--- src/rtl/filter_load_ctrl.sv ---
// rtl/filter_load_ctrl.sv - loads a 4x4 byte filter row-by-row from memory, then streams its elements for N scans
module filter_load_ctrl #(
  parameter int ADDR_W = 16
) (
  input  logic              clk,
  input  logic              rst,
  input  logic              start,
  input  logic [ADDR_W-1:0] base_addr,
  input  logic [7:0]        num_scans,
  output logic              mem_req,
  output logic [ADDR_W-1:0] mem_addr,
  input  logic              mem_ack,
  input  logic [31:0]       mem_data,
  output logic              fb_ld,
  output logic [1:0]        fb_row,
  output logic [1:0]        fb_col,
  output logic [31:0]       fb_data,
  output logic              elem_valid,
  input  logic              elem_ready,
  output logic              elem_last,
  output logic              busy,
  output logic              done
);

  typedef enum logic [1:0] {IDLE, FETCH, SCAN, DONE} state_t;

  state_t            state, state_nx;
  logic [ADDR_W-1:0] base_q;
  logic [7:0]        nscan_q;
  logic [7:0]        scan_cnt;
  logic [7:0]        scan_inc;
  logic [1:0]        row;
  logic [1:0]        col;
  logic              at_last;

  assign scan_inc = scan_cnt + 8'd1;
  assign at_last  = (row == 2'd3) && (col == 2'd3);

  // row doubles as the fetch row counter; it wraps 3->0 on the last load so
  // SCAN starts at element (0,0) without an explicit clear.
  always_ff @(posedge clk) begin
    if (!rst) begin
      state    <= IDLE;
      base_q   <= '0;
      nscan_q  <= '0;
      scan_cnt <= '0;
      row      <= '0;
      col      <= '0;
    end else begin
      state <= state_nx;
      case (state)
        IDLE: begin
          if (start) begin
            base_q   <= base_addr;
            nscan_q  <= num_scans;
            scan_cnt <= '0;
            row      <= '0;
            col      <= '0;
          end
        end
        FETCH: begin
          if (mem_ack) begin
            row <= row + 2'd1;
            col <= '0;
          end
        end
        SCAN: begin
          if (elem_ready) begin
            col <= col + 2'd1;
            if (col == 2'd3) row <= row + 2'd1;
            if (at_last) scan_cnt <= scan_inc;
          end
        end
        default: ;
      endcase
    end
  end

  always_comb begin
    state_nx   = state;
    mem_req    = 1'b0;
    mem_addr   = '0;
    fb_ld      = 1'b0;
    fb_row     = '0;
    fb_col     = '0;
    fb_data    = '0;
    elem_valid = 1'b0;
    elem_last  = 1'b0;
    busy       = 1'b1;
    done       = 1'b0;
    case (state)
      IDLE: begin
        busy = 1'b0;
        if (start) state_nx = FETCH;
      end
      FETCH: begin
        mem_req  = 1'b1;
        mem_addr = base_q + ADDR_W'(row);
        fb_ld    = mem_ack;
        fb_data  = mem_data;
        fb_row   = row;
        if (mem_ack && row == 2'd3) state_nx = (nscan_q == 8'd0) ? DONE : SCAN;
      end
      SCAN: begin
        elem_valid = 1'b1;
        fb_row     = row;
        fb_col     = col;
        elem_last  = at_last;
        if (elem_ready && at_last && scan_inc == nscan_q) state_nx = DONE;
      end
      DONE: begin
        done     = 1'b1;
        state_nx = IDLE;
      end
      default: state_nx = IDLE;
    endcase
  end

endmodule

--- config.mk ---
export PLATFORM = sky130hd
export DESIGN_NAME = filter_load_ctrl
export DESIGN_NICKNAME = d
export VERILOG_FILES = /design/src/rtl/filter_load_ctrl.sv
export SDC_FILE = /design/constraint.sdc
export NUM_CORES = 1
export LEC_CHECK = 0
export ABC_AREA = 1
export BUFFER_PORTS_ARGS = -buffer_cell sky130_fd_sc_hd__clkbuf_2
export CAP_MARGIN = 5
export CORE_ASPECT_RATIO = 1.2
export CORE_MARGIN = 3
export CORE_UTILIZATION = 51
export CTS_CLUSTER_DIAMETER = 30
export DETAILED_ROUTE_END_ITERATION = 10
export GPL_TIMING_DRIVEN = 1
export PLACE_DENSITY_LB_ADDON = 0.12
export SLEW_MARGIN = 20
export SYNTH_ARGS = -nofsm -noshare
export SYNTH_HDL_FRONTEND = slang
export SYNTH_SLANG_ARGS = --single-unit
--- constraint.sdc ---
create_clock -name clk -period 3.25 [get_ports clk]
set_clock_uncertainty 0.1 [all_clocks]
set_input_delay 0.1625 -clock clk [delete_from_list [all_inputs] [get_ports clk]]
set_output_delay 0.1625 -clock clk [all_outputs]
set_load 0.01 [all_outputs]
==> impl_results.md <==
* Outcome: complete, no violations
* I/O pin total at 119
* Max H-tree Level at 2
* Core area at 0.00470 mm^2
* Antenna diodes at 0
* Max stage delay on crit path at 0.40 ns
* TritonCTS sink count at 38
* Die X at 70.6 um
* Syn Inst Count at 413
* Power Density at 596 mW/mm^2
* Vias in the first global route at 2,567
* Clk buf depth at 2
* Synth Area per Inst at 6.19 um^2
* Syn Nets at 484
* Yosys cell types at 35
* DR WL met3 at 544 um
* Placer Congestion at approximately 0.9
* Post-DRT Antenna Nets at 0
* R2R Path Start: state[0]
* Fin. Hold Viols at 0
* Port bufs at 118
* Synth Register Bits at 38
* Max Used Layer: met4
* Largest net degree at the start of global routing at 49
* Fraction of layout cells with a size suffix above 1 at 28.0%
* CP Launch Type: register
* Netlist Area Pre-Place at 0.00255 mm^2
* Vias at 2,925
* Overall Global Routing Usage at ~23%
* Sequential-to-total area share from yosys stat at 29.8%
* Post-synth EDFFs at 0
* Fin Setup TNS at 0 ns
* Hold buffer count at CTS at 0
* Die ar. at 0.00590 mm^2
* Final HPWL DP at 5.21 mm
* Vias per cell at between 4 and 5
* Primary FF master, synth: dfxtp_1
* Root Buffer: clkbuf_8
* Yosys warnings at 0
* Setup Viol. Count Final at 0
* Final period utilization at 76.2%
* Area grow syn2layout at 28.0%
* Max Clk Rate at 0.404 GHz
* Die H at around 84 um
* Starting Density at between 50% and 60%
* CTS tree: built
* Worst-Skew Late Latency at 0.29 ns
* P_leak at about 1.9 nW
* Crit end category: output pin
* CTS Buf Count at 5
* Setup CP Type: register to output pin
* Critical path origin: row[0]
* FF-to-FF path depth at 9
* Post_cts resized at 0
* Kind of cell adding the most delay to the critical path: simple AND/OR/NAND/NOR gates
* Slowest stage cell, crit path: dfxtp_1
* Initial antenna violation count at 0
* DRT iter0 DRCs at 103
* Levels on crit path at 13
* Total grt overflow at 0
* Worst hold path type: input pin to register
* Finished Layout Cells at 586
* Met2 wire len at 3.33 mm
* Share of flip-flops with an asynchronous set or reset at 0%
* Worst VDD drop at ~0.38 mV
* DRT Wirelength at around 6.7 mm
* Dpl cells at just under 600
* RSZ-0062 raised after global routing: no
* Clock transition at path regs at 0.07 ns
* Crit-path most repeated cell: nand2_2
* Crit path required time at approximately 3 ns
* Cell chain of the critical path: ha_1, fa_1, nand2_1, inv_2, nand2_2, nor2_4, nand2_2, nor3_4, nand3_2, nor2_2, o21ai_1, a21oi_1, clkbuf_2
* Pin slew with the least headroom to its limit at 0.482 ns
* Crit path to: mem_addr[14]
* Global-route wire length before repair at 11.0 mm
* 1st-pass router iterations at 4
* Worst-path fanout max at 5
* Nets at 598
* Minimum clock period at 2.48 ns
* Arrival time worst endpoint at 2.21 ns
* Final slew viol count at 0
* Placement Rows at 27
* Crit Reg-Reg Endpoint: row[0]
* Bufs and invs on worst path at 2
* Worst slew margin at 67.9%
* DR DRC count at 0
* Max-cap check violation count at 0
* Routed len/inst at approximately 11 um
* R2r setup slk at roughly 1.2 ns
* Postcts setup bufs at 0
* Routed length on met1 at around 2.7 mm
synthesized netlist by cell type (2+ instances only):
cell,n,area [um^2]
nand3_1,28,140
dfxtp_1,38,761
nor2_1,46,173
nand2_1,97,364
o21ai_0,33,165
a21oi_1,35,175
nor3_4,2,32.5
ha_1,9,113
nand2_2,4,25.0
inv_1,74,278
nor3_1,6,30.0
nor3_2,2,20.0
nor2_2,5,31.3
o21ai_1,2,10.0
clkbuf_1,11,41.3
nor2_4,2,22.5
cell type report:
cell class	count	area [um^2]
Multi-Input combinational cell	286	1450
Fill cell	455	1430
Sequential cell	38	761
Timing Repair Buffer	120	606
Inverter	76	288
Clock buffer	7	86.3
Tap cell	58	72.6
Clock inverter	1	5.00
registers in the layout, summed over array words and instances (netlist names):
register  flops
base_q       16
col           2
nscan_q       8
row           2
scan_cnt      8
state         2
cells in the final DEF (no fill, tap or decap), types with 2 or more instances in the layout:
| master | instances |
|---|---|
| o21ai_1 | 2 |
| nor3_2 | 2 |
| nand3_1 | 28 |
| clkbuf_2 | 118 |
| buf_4 | 2 |
| nor3_4 | 2 |
| nor2_1 | 46 |
| nor2_2 | 5 |
| nand2_2 | 4 |
| nor2_4 | 2 |
| nor3_1 | 6 |
| o21ai_0 | 33 |
| ha_1 | 9 |
| inv_1 | 74 |
| clkbuf_8 | 6 |
| dfxtp_1 | 38 |
| a21oi_1 | 35 |
| nand2_1 | 97 |
report_power, final:
part | total, W | switching, W | internal (W) | leakage, nW
sequential | 0.000678 | 0.000102 | 0.000576 | 0.312
clock | 0.000331 | 0.000160 | 0.000171 | 0.0482
combinational | 0.000940 | 0.000600 | 0.000340 | 1.51
cell families (layout without fill, tap and decap cells):
kind of cell,Yosys count,after routing,synth area share [%]
AO/OA/AOI/OAI,78,78,17.0
buffers and inverters,89,204,13.4
flip-flops,38,38,29.8
AND/OR/NAND/NOR,196,196,33.9
adder cells (fa/ha/maj),10,10,5.19
XOR/XNOR,2,2,0.686
per-stage QoR:
step                hold WS (ns)  area, um^2  util [%]  total power [W]  worst slack (ns)
floorplan                  0.229        2550         -          0.00132              1.30
global placement           0.319        3180      67.7          0.00160              1.13
detailed placement         0.325        3180      67.7          0.00163              1.08
CTS                       0.0223        3270      69.7          0.00196             0.750
global route              0.0377        3270      69.7          0.00212             0.479
finish                    0.0288        3270      69.7          0.00195             0.773
layer usage:
metal	GRT usage, %	vias up
li1	-	1524
met1	26.3	1292
met2	40.9	99
met3	4.94	10
met4	7.01	0
met5	0	-
tightest hold or removal path: cells and delay by family:
| kind | cells | cell delay, ns |
|---|---|---|
| AO/OA/AOI/OAI | 1 | 0.07 |
| buffers and inverters | 1 | 0.07 |
| AND/OR/NAND/NOR | 1 | 0.08 |
how the worst min path moves through the flow:
stage	from	to	slack [ns]	cells after the start
final	base_addr[2]	base_q[2]	0.03	3
after global routing	base_addr[2]	base_q[2]	0.04	3
after CTS	base_addr[2]	base_q[2]	0.02	3
after detailed placement	base_addr[2]	base_q[2]	0.33	3
after global placement	base_addr[2]	base_q[2]	0.32	3
after floorplan	base_addr[0]	base_q[0]	0.23	2
Power figures use the tool's default switching activity.
